`src/rtl/mem_read_arbiter.sv`:
```
// Round-robin share of one AXI-style read port between the i-cache (port 0)
// and d-cache (port 1) refill masters, with one burst in flight at a time.
module mem_read_arbiter #(
   parameter int ADDR_WIDTH = 26,
   parameter int DATA_WIDTH = 32,
   parameter int LEN_WIDTH  = 4
) (
   input  logic                  clk,
   input  logic                  rst,

   input  logic                  req0_arvalid,
   input  logic [ADDR_WIDTH-1:0] req0_araddr,
   input  logic [LEN_WIDTH-1:0]  req0_arlen,
   input  logic [3:0]            req0_arid,
   output logic                  req0_arready,
   output logic                  req0_rvalid,
   output logic [DATA_WIDTH-1:0] req0_rdata,
   output logic                  req0_rlast,

   input  logic                  req1_arvalid,
   input  logic [ADDR_WIDTH-1:0] req1_araddr,
   input  logic [LEN_WIDTH-1:0]  req1_arlen,
   input  logic [3:0]            req1_arid,
   output logic                  req1_arready,
   output logic                  req1_rvalid,
   output logic [DATA_WIDTH-1:0] req1_rdata,
   output logic                  req1_rlast,

   output logic                  mem_arvalid,
   output logic [ADDR_WIDTH-1:0] mem_araddr,
   output logic [LEN_WIDTH-1:0]  mem_arlen,
   output logic [3:0]            mem_arid,
   input  logic                  mem_arready,
   input  logic                  mem_rvalid,
   input  logic [DATA_WIDTH-1:0] mem_rdata,
   input  logic [3:0]            mem_rid,
   output logic                  mem_rready,

   output logic                  busy,
   output logic                  grant,
   output logic                  id_err
);

   typedef enum logic [1:0] {IDLE = 2'd0, ADDR = 2'd1, DATA = 2'd2} state_t;

   state_t                state, state_nxt;
   logic                  last_grant;
   logic [LEN_WIDTH-1:0]  beat_cnt;
   logic [ADDR_WIDTH-1:0] addr_q;
   logic [LEN_WIDTH-1:0]  len_q;
   logic [3:0]            id_q;

   logic                  any_req;
   logic                  win_port;
   logic                  beat_hit;
   logic                  beat_miss;
   logic                  beat_last;
   logic [LEN_WIDTH-1:0]  last_idx;

   // A zero beat count still moves one beat, so its final index is 0.
   function automatic logic [LEN_WIDTH-1:0] final_beat_idx(input logic [LEN_WIDTH-1:0] len);
      return (len == '0) ? '0 : len - 1'b1;
   endfunction

   assign any_req   = req0_arvalid | req1_arvalid;
   assign win_port  = (req0_arvalid & req1_arvalid) ? ~last_grant : req1_arvalid;
   assign beat_hit  = (state == DATA) && mem_rvalid && (mem_rid == id_q);
   assign beat_miss = (state == DATA) && mem_rvalid && (mem_rid != id_q);
   assign last_idx  = final_beat_idx(len_q);
   assign beat_last = beat_hit && (beat_cnt == last_idx);

   always_ff @(posedge clk) begin
      if (rst) state <= IDLE;
      else     state <= state_nxt;
   end

   always_comb begin
      state_nxt = state;
      case (state)
         IDLE:    if (any_req)     state_nxt = ADDR;
         ADDR:    if (mem_arready) state_nxt = DATA;
         DATA:    if (beat_last)   state_nxt = IDLE;
         default: state_nxt = IDLE;
      endcase
   end

   always_ff @(posedge clk) begin
      if (rst) begin
         beat_cnt   <= '0;
         last_grant <= 1'b1;
         grant      <= 1'b0;
         id_err     <= 1'b0;
      end else begin
         if (state == IDLE && any_req)    grant    <= win_port;
         if (state == ADDR && mem_arready) beat_cnt <= '0;
         if (beat_hit)                    beat_cnt <= beat_cnt + 1'b1;
         if (beat_last)                   last_grant <= grant;
         if (beat_miss)                   id_err   <= 1'b1;
      end
   end

   // Request fields are only observed while in ADDR, so they need no reset.
   always_ff @(posedge clk) begin
      if (state == IDLE && any_req) begin
         addr_q <= win_port ? req1_araddr : req0_araddr;
         len_q  <= win_port ? req1_arlen  : req0_arlen;
         id_q   <= win_port ? req1_arid   : req0_arid;
      end
   end

   always_comb begin
      req0_arready = 1'b0;
      req1_arready = 1'b0;
      req0_rvalid  = 1'b0;
      req1_rvalid  = 1'b0;
      req0_rdata   = '0;
      req1_rdata   = '0;
      req0_rlast   = 1'b0;
      req1_rlast   = 1'b0;
      mem_arvalid  = 1'b0;
      mem_araddr   = '0;
      mem_arlen    = '0;
      mem_arid     = '0;
      mem_rready   = 1'b0;
      busy         = 1'b0;
      case (state)
         IDLE: begin
            req0_arready = any_req & ~win_port;
            req1_arready = any_req &  win_port;
         end
         ADDR: begin
            busy        = 1'b1;
            mem_arvalid = 1'b1;
            mem_araddr  = addr_q;
            mem_arlen   = len_q;
            mem_arid    = id_q;
         end
         DATA: begin
            busy       = 1'b1;
            mem_rready = 1'b1;
            if (beat_hit) begin
               if (grant) begin
                  req1_rvalid = 1'b1;
                  req1_rdata  = mem_rdata;
                  req1_rlast  = beat_last;
               end else begin
                  req0_rvalid = 1'b1;
                  req0_rdata  = mem_rdata;
                  req0_rlast  = beat_last;
               end
            end
         end
         default: ;
      endcase
   end

endmodule

```
`config.mk`:
```
export PLATFORM = sky130hd
export DESIGN_NAME = mem_read_arbiter
export DESIGN_NICKNAME = d
export VERILOG_FILES = /design/src/rtl/mem_read_arbiter.sv
export SDC_FILE = /design/constraint.sdc
export NUM_CORES = 1
export LEC_CHECK = 0
export BUFFER_PORTS_ARGS = -buffer_cell sky130_fd_sc_hd__buf_2
export CAP_MARGIN = 20
export CORE_MARGIN = 1.5
export CORE_UTILIZATION = 40
export DETAILED_ROUTE_END_ITERATION = 16
export PLACE_DENSITY_LB_ADDON = 0.15
export SYNTH_ARGS = -nofsm -noshare
export SYNTH_HDL_FRONTEND = slang
export SYNTH_SLANG_ARGS = --single-unit
```
`constraint.sdc`:
```
create_clock -name clk -period 4.8 [get_ports clk]
set_clock_uncertainty 0.15 [all_clocks]
set_input_delay 0.24 -clock clk [delete_from_list [all_inputs] [get_ports clk]]
set_output_delay 0.24 -clock clk [all_outputs]
set_load 0.02 [all_outputs]
```
After elaboration in Yosys (flattened, before gate mapping)
Cells that the tools add are included.

Bits in registers: 43. Bits in latches: 0. RAM bits: 0. Memory bits (read-only): 0. Output and inout bits: 109. Word-level logic and storage cells: 72. Memories kept: 0.

Add/subtract/negate cells: 2. $mul: 0. Divide/modulo/power cells: 0. Order comparisons: 0. Equality and inequality tests: 8. Shift operators: 0. Muxes and demuxes: 37. Bitwise logic cells: 6. Reductions and logical operators: 11.

Operator list (number): $mux 32 (6); $mux 26 (2); $mux 4 (7); $mux 1 (18); $eq 4x4->1 (2); $logic_and 1x1->1 (6); $mux 2 (3); $ne 2x2->1 const B (3); $pmux 2 s3 (1); $add 4x1->4 const B (1); $logic_not 4->1 (1); $ne 4x4->1 (1); $sub 4x1->4 const B (1); $and 1x1->1 (3); $reduce_and 3->1 (1); $eq 2x1->1 const B (1); $eq 2x2->1 const B (1); $logic_not 2->1 (1); $not 1->1 (2); $reduce_bool 2->1 (1); $reduce_or 2->1 (1); $or 1x1->1 (1).

Depth between registers and ports, before layout
Gate-level depths: netlist of the first run.

Word-level depth: 7. Depth in mapped cells: 8. Depth with buffers taken out: 7.

Worst setup path before layout of the first run
Ideal clock, no wire load.

Path type: reg2out. Start: register state[0]. End: output port req0_rlast. Arrival time: 1.928 ns. Data required time: 4.410 ns. Slack: 2.482 ns. Stages on the path, launching flop included: 7. Path buffers: 0. Cell sequence: dfxtp_1 > inv_1 > ha_1 > nand2_1 > inv_1 > nand2b_4 > nor4_1.

Word-level cells in the longest chain between the ends: 7.

Ends and longest elaborated chain: from (decl) (line 46) `state_t state, state_nxt;`; from (signal assigned) (line 74) `else state <= state_nxt;`; $eq 2x2->1 (*) (line 67, 126); $logic_and 1x1->1 (2 in series) (line 67) `assign beat_hit = (state == DATA) && mem_rvalid && (mem_rid == id_q);`; $logic_and 1x1->1 (line 70) `assign beat_last = beat_hit && (beat_cnt == last_idx);`; $mux 1 (line 142) `if (grant) begin`; $mux 1 (line 141) `if (beat_hit) begin`; $mux 1 (*) (line 126) `case (state)`; to (decl) (line 18) `output logic req0_rlast,`.

Mark *: on every way between the ends. The rest lies on a longest branch, timed or not.

Worst setup path in the final report of the first run
Start: register state[0]. End: output port req0_rdata[28].

Word-level cells in the longest chain between the ends: 5.

Ends and longest elaborated chain: $eq 2x2->1 (*) (line 67, 126); $logic_and 1x1->1 (2 in series) (line 67); $mux 32 (line 141); $mux 32 (*) (line 126); to (decl) (line 17) `output logic [DATA_WIDTH-1:0] req0_rdata,`.

Marks and branches as above.

==> impl_metrics.yaml, run 1 <==
cells_and_area:
  final_common_cell: "buf_2"
  drive_gt1_share_pct: 56.6
  n_fill_cell: 642
  nets: 599
  layout_common_cells: "buf_2, and2_1, mux2_2, edfxtp_1, and3_1"
  antennaDiodeCount: 0
  syn2layout_area_growth_pct: 43.3
  fin_area_sq_um: 4170
die:
  die_h_microns: 88.3
  die_w_microns: 88.3
  dieArea_sq_um: 7800
  io_pins: 219
  rows: 30
  core_sq_um: 6910
  initial_core_util_pct: 42.1
sta:
  setup_viol: 0
  max_freq_mhz: 366
  relSlewSlack_pct: 33.2
  post-route-period-util_pct: 56.9
  layout_min_cycle_time_ns: 2.73
  setup-tns-final_ns: 0
  worst_slack_ns: 2.07
  finalMaxSlewViolations: 0
  worst_pin_slew_ns: 1.00
  hold_viol_final: 0
  rsz0062_at_grt: "no"
pwr:
  p_sw_share_pct: 39.6
  clkPwrFrac_pct: 15.1
  p_seq_share_pct: 39.4
  power_density_nw_per_um2: 358
  p_switching_uw: 592
  peakVddDrop_mv: 0.184
  internal_power_uw: 902
  p_leak_uw: 0.00223
  p_comb_share_pct: 45.6
worst_setup_path:
  r2r-start: "state[0]$_SDFFE_PP0P_"
  worst_ep_arrival_time_ns: 2.34
  cp_max_fo: 33
  crit_start: "state[0]$_SDFFE_PP0P_"
  cpLargestDelayFamily: "simple AND/OR/NAND/NOR gates"
  reg2reg_depth: 6
  startpoint_type: "flip-flop"
  cpMostUsedCell: "inv_1"
  crit_type: "flip-flop to primary output"
  r2r-end: "beat_cnt[3]$_SDFFE_PP0P_"
  crit_buf_inv: 3
  max_stage_delay_ns: 0.44
  path_cells: "inv_1 > ha_1 > nand2_1 > inv_1 > nand2b_4 > nor2_4 > and2_1 > buf_2"
  cp.depth: 8
  worst_path_max_delay_cell: "nor2_4"
  rrSetupSlack_ns: 2.65
  required_ns: 4.41
  worstSetupEndpointType: "primary output"
  crit_path_end: "req0_rdata[28]"
synthesis:
  syn_area_per_cell_sq_um: 10.5
  synth_seq_cells: 43
  synthFlopType: "edfxtp_1"
  synth_edf_count: 34
  yosys_warnings: 0
  async_flop_share_pct: 0
  synth_area_sq_um: 2910
  yosysUniqueCellTypes: 46
  postSynthCellCount: 277
  synth_fp_nets: 391
  ys_seq_area_share_pct: 41.3
global_route:
  grt_max_degree: 40
  antenna_found_initial: 0
  overflow: 0
  grt_pass1_vias: 2630
  grt_pass1_wl_microns: 12100
  grt_use_total_pct: 20.1
clock_tree:
  clk_pin_slew_ns: 0.08
  cts-buffers-inserted: 5
  cts.sink_count: 43
  cts_setup_buffers: 0
  hold_buffers: 0
  root_buffer: "clkbuf_8"
  cts_max_level: 2
  clkLatencyLatePin_ns: 0.29
  clock_path_buffers: 2
  tritoncts: "done"
  cts_resized: 0
hold_path:
  hold_class: "input port to flip-flop"
detailed_routing:
  drtIter0Drc: 74
  avgRoutedWirePerCell_microns: 14.1
  ant_nets: 0
  route.detailed.drc: 0
  routed_wl_microns: 8230
  viasPerCell: 4.82
  via_count: 2803
  firstDrtPassIters: 4
status:
  status: "completed"
placed_design:
  port_buffers: 218
  preCtsSetupSlack_ns: 2.42
  gp_congestion: 0.840
  hpwl_microns: 6310
  postPlaceCellArea_sq_um: 4040
run:
  drv_cap: 0
metrics by stage:
stage                     hold slack [ns]  total power, uW  utilization (%)  std cells
after floorplan                     0.274             1030                -        277
after global placement              0.315             1250             58.4        572
after detailed placement            0.312             1260             58.4        572
after CTS                          0.0796             1490             59.7        580
after global routing               0.0793             1590             60.4        582
final                              0.0962             1490             60.4        582
state kept, by name (all words and copies together), names as in the netlist:
register	count
last_grant	1
id_q	4
id_err	1
state	2
addr_q	26
grant	1
beat_cnt	4
len_q	4
synth_stat cells (2+ instances only):
cell,count,share of area [%]
and2_1,68,15
edfxtp_1,34,35
mux2_2,34,13
and3_1,32,6.9
clkbuf_1,10,1.3
nor2_1,10,1.3
dfxtp_1,9,6.2
buf_2,7,1.2
a21oi_1,6,1.0
inv_1,5,0.64
ha_1,4,1.7
nand2b_1,4,0.86
nor3_1,4,0.69
xnor2_1,4,1.2
mux2i_1,3,1.0
nand2_1,3,0.39
nand3_1,3,0.52
o21ai_0,3,0.52
xor2_1,3,0.90
and2b_1,2,0.52
and4bb_1,2,0.86
nor2_4,2,0.77
o21a_1,2,0.52
final cells by class:
type                            instances  area [sq um]  share of cell area, %
Clock buffer                            6          72.6                   1.74
Multi-Input combinational cell        209          1600                   38.3
Sequential cell                        43          1200                   28.8
Inverter                                5          18.8                  0.450
Timing Repair Buffer                  221          1150                   27.5
Tap cell                               96           120                   2.88
Clock inverter                          2          12.5                  0.300
how the worst min path moves through the flow:
stage	from	to	cells after the start
floorplan	rst	state[1]$_SDFFE_PP0P_	2
global placement	id_err$_SDFFE_PP0P_	id_err$_SDFFE_PP0P_	2
detailed placement	id_err$_SDFFE_PP0P_	id_err$_SDFFE_PP0P_	2
CTS	req1_arid[1]	id_q[1]$_DFFE_PP_	2
global route	req1_araddr[10]	addr_q[10]$_DFFE_PP_	2
finish	req0_arid[1]	id_q[1]$_DFFE_PP_	2
power by group through the flow:
stage               clock network [uW]  logic, uW  registers, uW
floorplan                            0        458            573
global placement                     0        653            592
detailed placement                   0        660            598
CTS                                235        665            590
global route                       250        738            603
finish                             225        681            588
worst register-to-register path, cell delays in order (launching register included):
cell and delay (ns):
dfxtp_1 0.33, inv_1 0.12, ha_1 0.28, nand2_1 0.22
nor2_4 0.53, a21oi_1 0.18, a211oi_1 0.26
cell families (layout without fill, tap and decap cells):
group                      Yosys count  after routing  synth area share, %
AOI/OAI and AO/OA                   22             22                 5.98
muxes                               37             37                 14.2
buffers and inverters               25            234                 4.08
xor gates and xnor gates             7              7                 2.11
adders and majority gates            4              4                 1.72
and+or+nand+nor                    139            139                 30.7
DFF                                 43             43                 41.3
metal layers:
metal / global-route usage (%) / wire length (microns)
met5: 0 / 0
met3: 5.22 / 661
met1: 24.3 / 3350
met4: 4.97 / 84
met2: 35.7 / 4130
Power figures use the tool's default switching activity.
==> run 2: changes to the inputs <==
--- a/config.mk
+++ b/config.mk
@@ -8,7 +8,7 @@
 export BUFFER_PORTS_ARGS = -buffer_cell sky130_fd_sc_hd__buf_2
 export CAP_MARGIN = 20
 export CORE_MARGIN = 1.5
-export CORE_UTILIZATION = 40
+export CORE_UTILIZATION = 37
 export DETAILED_ROUTE_END_ITERATION = 16
 export PLACE_DENSITY_LB_ADDON = 0.15
 export SYNTH_ARGS = -nofsm -noshare
==> constraint.sdc (replaced) <==
create_clock -name clk -period 2.5 [get_ports clk]
set_clock_uncertainty 0.15 [all_clocks]
set_input_delay 0.125 -clock clk [delete_from_list [all_inputs] [get_ports clk]]
set_output_delay 0.125 -clock clk [all_outputs]
set_load 0.02 [all_outputs]
==> run 2 against run 1 <==
  * Count of clock-buffer cells in the layout down 1
  * First-iteration DRC count is 23% lower
  * Wire length grew 18%
  * Critical path type unchanged
==> impl_metrics.yaml, run 2 (same netlist as run 1, synthesis figures left out) <==
die:
  initial_core_util_pct: 37.9
  die_w_microns: 91.7
  core_sq_um: 7690
  dieArea_sq_um: 8410
  io_pins: 219
  die_h_microns: 91.7
  rows: 32
sta:
  hold_viol_final: 0
  post-route-period-util_pct: 92.5
  relSlewSlack_pct: 68.6
  max_freq_mhz: 432
  setup_viol: 0
  setup-tns-final_ns: 0
  finalMaxSlewViolations: 0
  worst_pin_slew_ns: 0.471
  layout_min_cycle_time_ns: 2.31
  worst_slack_ns: 0.186
  rsz0062_at_grt: "no"
pwr:
  p_leak_uw: 0.00253
  peakVddDrop_mv: 0.437
  p_total_uw: 3080
  power_density_nw_per_um2: 634
run:
  drv_cap: 0
worst_setup_path:
  cp_max_fo: 16
  path_cells: "xnor2_1 > nand4_4 > nand2b_4 > nor2_4 > and2_1 > buf_2"
  crit_type: "flip-flop to primary output"
  startpoint_type: "flip-flop"
  crit_buf_inv: 1
  max_stage_delay_ns: 0.42
  worst_ep_arrival_time_ns: 2.04
  cpLargestDelayFamily: "simple AND/OR/NAND/NOR gates"
  worstSetupEndpointType: "primary output"
  required_ns: 2.23
  worst_path_max_delay_cell: "edfxtp_1"
placed_design:
  gp_congestion: 0.771
  preCtsSetupSlack_ns: 0.259
  port_buffers: 218
  hpwl_microns: 6310
cells_and_area:
  largest-register: "addr_q"
  final_common_cell: "buf_2"
  nets: 666
  antennaDiodeCount: 0
  layout_common_cells: "buf_2, and2_1, dlygate4sd3_1, mux2_2, edfxtp_1"
  n_fill_cell: 663
  drive_gt1_share_pct: 50.8
  largest_register_ffs: 26
  syn2layout_area_growth_pct: 66.9
  utilization_pct: 63.2
clock_tree:
  clk_pin_slew_ns: 0.09
  root_buffer: "clkbuf_8"
  tritoncts: "done"
  cts_max_level: 2
  cts-buffers-inserted: 5
  clkLatencyLatePin_ns: 0.29
  cts.sink_count: 43
  clock_path_buffers: 2
detailed_routing:
  firstDrtPassIters: 4
  viasPerCell: 4.73
  avgRoutedWirePerCell_microns: 14.8
  route.detailed.drc: 0
  via_count: 3101
  ant_nets: 0
  drtIter0Drc: 57
  routed_wl_microns: 9710
global_route:
  grt_use_total_pct: 22.5
  grt_pass1_wl_microns: 15000
  overflow: 0
  antenna_found_initial: 0
  grt_max_degree: 37
  grt_pass1_vias: 3098
hold_path:
  hold_class: "input port to flip-flop"
status:
  status: "completed"
run 2: path summary, 6_finish.rpt:
kind                           startpoint              endpoint  slack, ns  depth (start not counted)
setup / recovery        id_q[0]$_DFFE_PP_         req0_rdata[1]       0.19                          6
hold / removal            req1_araddr[18]  addr_q[18]$_DFFE_PP_      0.008                          2
setup reg to reg  last_grant$_SDFFE_PP1N_  addr_q[13]$_DFFE_PP_       0.26                          4
hold reg to reg       id_err$_SDFFE_PP0P_   id_err$_SDFFE_PP0P_       0.33                          2
run 2: layout make-up:
class	count	area, sq um	share of cell area, %
Clock buffer	5	68.8	1.42
Timing Repair Buffer	287	1780	36.7
Inverter	5	18.8	0.386
Tap cell	102	128	2.63
Multi-Input combinational cell	210	1620	33.3
Clock inverter	3	42.5	0.876
Sequential cell	43	1200	24.7
run 2: timing repair:
| action | 4_1_cts | 5_1_grt |
|---|---|---|
| pin swaps | 1 | 2 |
| hold endpoints to repair | 37 | 2 |
| gates cloned | 1 | 0 |
| setup endpoints to repair | 32 | 36 |
| resized for setup | 1 | 2 |
| hold buffers | 60 | 2 |
| setup buffers | 0 | 1 |
run 2: power by group:
part	internal, uW	switching (uW)
Combinational	566	831
Sequential	1030	100
Clock	298	259
Total	1890	1190
run 2: stage by stage:
stage / cell area [sq um] / std cells / hold slack, ns
after floorplan: 2910 / 277 / 0.159
after global placement: 4080 / 583 / 0.277
after detailed placement: 4080 / 583 / 0.279
after CTS: 4800 / 652 / 0.0000673
after global routing: 4860 / 655 / 0.00919
final: 4860 / 655 / 0.00772
run 2: layer usage:
metal / wire (microns) / up-vias / track usage [%]
li1: - / 1520 / -
met5: 0 / - / 0
met1: 3910 / 1457 / 25.8
met3: 544 / 10 / 5.47
met2: 5120 / 114 / 41.7
met4: 131 / 0 / 5.64
==> run 3: changes to the inputs <==
--- a/config.mk
+++ b/config.mk
@@ -10,7 +10,9 @@
 export CORE_MARGIN = 1.5
 export CORE_UTILIZATION = 37
 export DETAILED_ROUTE_END_ITERATION = 16
+export MAX_ROUTING_LAYER = met4
 export PLACE_DENSITY_LB_ADDON = 0.15
+export SKIP_LAST_GASP = 1
 export SYNTH_ARGS = -nofsm -noshare
 export SYNTH_HDL_FRONTEND = slang
 export SYNTH_SLANG_ARGS = --single-unit
==> run 3 against run 2 <==
  * Fmax grew 0.17%
  * Total power is essentially flat
  * Sequential share of layout area is the same
  * Die area is the same
  * Count of clock-buffer cells in the layout is the same
==> impl_metrics.yaml, run 3 (same netlist as run 1, synthesis figures left out) <==
clock_tree:
  clock_path_buffers: 2
  clkLatencyLatePin_ns: 0.29
  cts.sink_count: 43
  clk_pin_slew_ns: 0.09
  cts-buffers-inserted: 5
  cts_max_level: 2
  root_buffer: "clkbuf_8"
  tritoncts: "done"
cells_and_area:
  final_common_cell: "buf_2"
  drive_gt1_share_pct: 50.8
  syn2layout_area_growth_pct: 66.9
  multi_input_area_sq_um: 1620
  nets: 666
  antennaDiodeCount: 0
  largest-register: "addr_q"
  n_fill_cell: 663
  largest_register_ffs: 26
  regArea_sq_um: 1200
  layout_common_cells: "buf_2, and2_1, dlygate4sd3_1, mux2_2, edfxtp_1"
  fin_area_sq_um: 4860
detailed_routing:
  avgRoutedWirePerCell_microns: 14.8
  via_count: 3112
  routed_wl_microns: 9710
  viasPerCell: 4.75
  ant_nets: 0
  route.detailed.drc: 0
  drtIter0Drc: 72
  firstDrtPassIters: 4
hold_path:
  whs_endpoint: "addr_q[18]$_DFFE_PP_"
  hold_class: "input port to flip-flop"
  min_from: "req1_araddr[18]"
  min_delay_path_depth: 2
placed_design:
  postPlaceCellArea_sq_um: 4080
  gp_congestion: 0.782
  port_buffers: 218
  hpwl_microns: 6310
sta:
  setup_viol: 0
  worst_pin_slew_ns: 0.486
  layout_min_cycle_time_ns: 2.31
  relSlewSlack_pct: 67.6
  timing.hold.ws_ns: 0.0116
  finalMaxSlewViolations: 0
  rsz0062_at_grt: "no"
  hold_viol_final: 0
  max_freq_mhz: 433
  post-route-period-util_pct: 92.4
  setup-tns-final_ns: 0
global_route:
  overflow: 0
  grt_util_met3_pct: 4.81
  grt_use_total_pct: 23.3
  grt_use_met2_pct: 42.2
  grt_max_degree: 37
  grt_pass1_vias: 3109
  antenna_found_initial: 0
  top_usage_layer: "met2"
  grt_pass1_wl_microns: 15000
  gr-usage-met1_pct: 26.2
worst_setup_path:
  r2r-start: "last_grant$_SDFFE_PP1N_"
  crit_type: "flip-flop to primary output"
  crit_start: "id_q[0]$_DFFE_PP_"
  startpoint_type: "flip-flop"
  worstSetupEndpointType: "primary output"
  r2r-end: "addr_q[13]$_DFFE_PP_"
  reg2reg_depth: 4
  cp_max_fo: 16
  rrSetupSlack_ns: 0.26
  required_ns: 2.23
  worst_ep_arrival_time_ns: 2.03
die:
  dieArea_sq_um: 8410
  io_pins: 219
  initial_core_util_pct: 37.9
  die_h_microns: 91.7
  core_sq_um: 7690
  rows: 32
  die_w_microns: 91.7
run:
  drv_cap: 0
pwr:
  p_leak_uw: 0.00253
  power_density_nw_per_um2: 634
  peakVddDrop_mv: 0.436
status:
  status: "completed"
==> run 3: through the flow <==
| stage | power (uW) | utilization, % | std cells | setup slack (ns) |
|---|---|---|---|---|
| 2_1_floorplan | 1980 | - | 277 | 0.297 |
| 3_5_place_dp | 2430 | 53.1 | 583 | 0.259 |
| 5_1_grt | 3250 | 63.2 | 655 | 0.0433 |
| 4_1_cts | 3090 | 62.5 | 652 | 0.0511 |
| 6_report | 3080 | 63.2 | 655 | 0.190 |
| 3_3_place_gp | 2410 | 53.1 | 583 | 0.365 |
==> run 3: report_power, final <==
group          switching, uW  internal (uW)  leakage (uW)  total [uW]
combinational            830            566       0.00207        1400
clock                    257            298     0.0000562         555
sequential               101           1030      0.000406        1130
total                   1190           1890       0.00253        3080
==> run 3: worst max-delay path by stage <==
stage	endpoint	cells after the start	slack (ns)
final	req0_rdata[1]	6	0.19
after global routing	req0_rlast	5	0.04
after CTS	req0_rdata[5]	6	0.05
after detailed placement	req0_rdata[5]	6	0.26
after global placement	req0_rdata[11]	6	0.36
after floorplan	req0_rlast	6	0.30
==> run 3: per-layer routing <==
metal	share of wire [%]	wire length (microns)
met1	41	3940
met2	53	5130
met3	5.1	493
met4	1.5	144
met5	0	0
==> run 3: what timing repair did <==
item                                   in CTS  in global routing
setup endpoints to repair                  32                 36
gates resized for setup                     1                  2
pin swaps                                   1                  2
hold buffers                               60                  2
endpoints found under the hold margin      37                  2
gates cloned                                1                  0
setup buffers                               0                  1
==> run 3: layout make-up <==
type	count	share of cell area (%)
flip-flops and latches	43	24.7
clock buffers	5	1.42
clock inverters	3	0.876
multi-input cells	210	33.3
inverters	5	0.386
repair buffers	287	36.7
well taps	102	2.63
==> run 3: worst max-delay path, stage by stage, from the launching register on <==
cell and delay (ns):
edfxtp_1 0.42, xnor2_1 0.27, nand4_4 0.21, nand2b_4 0.25, nor2_4 0.26, and2_1 0.16
buf_2 0.16
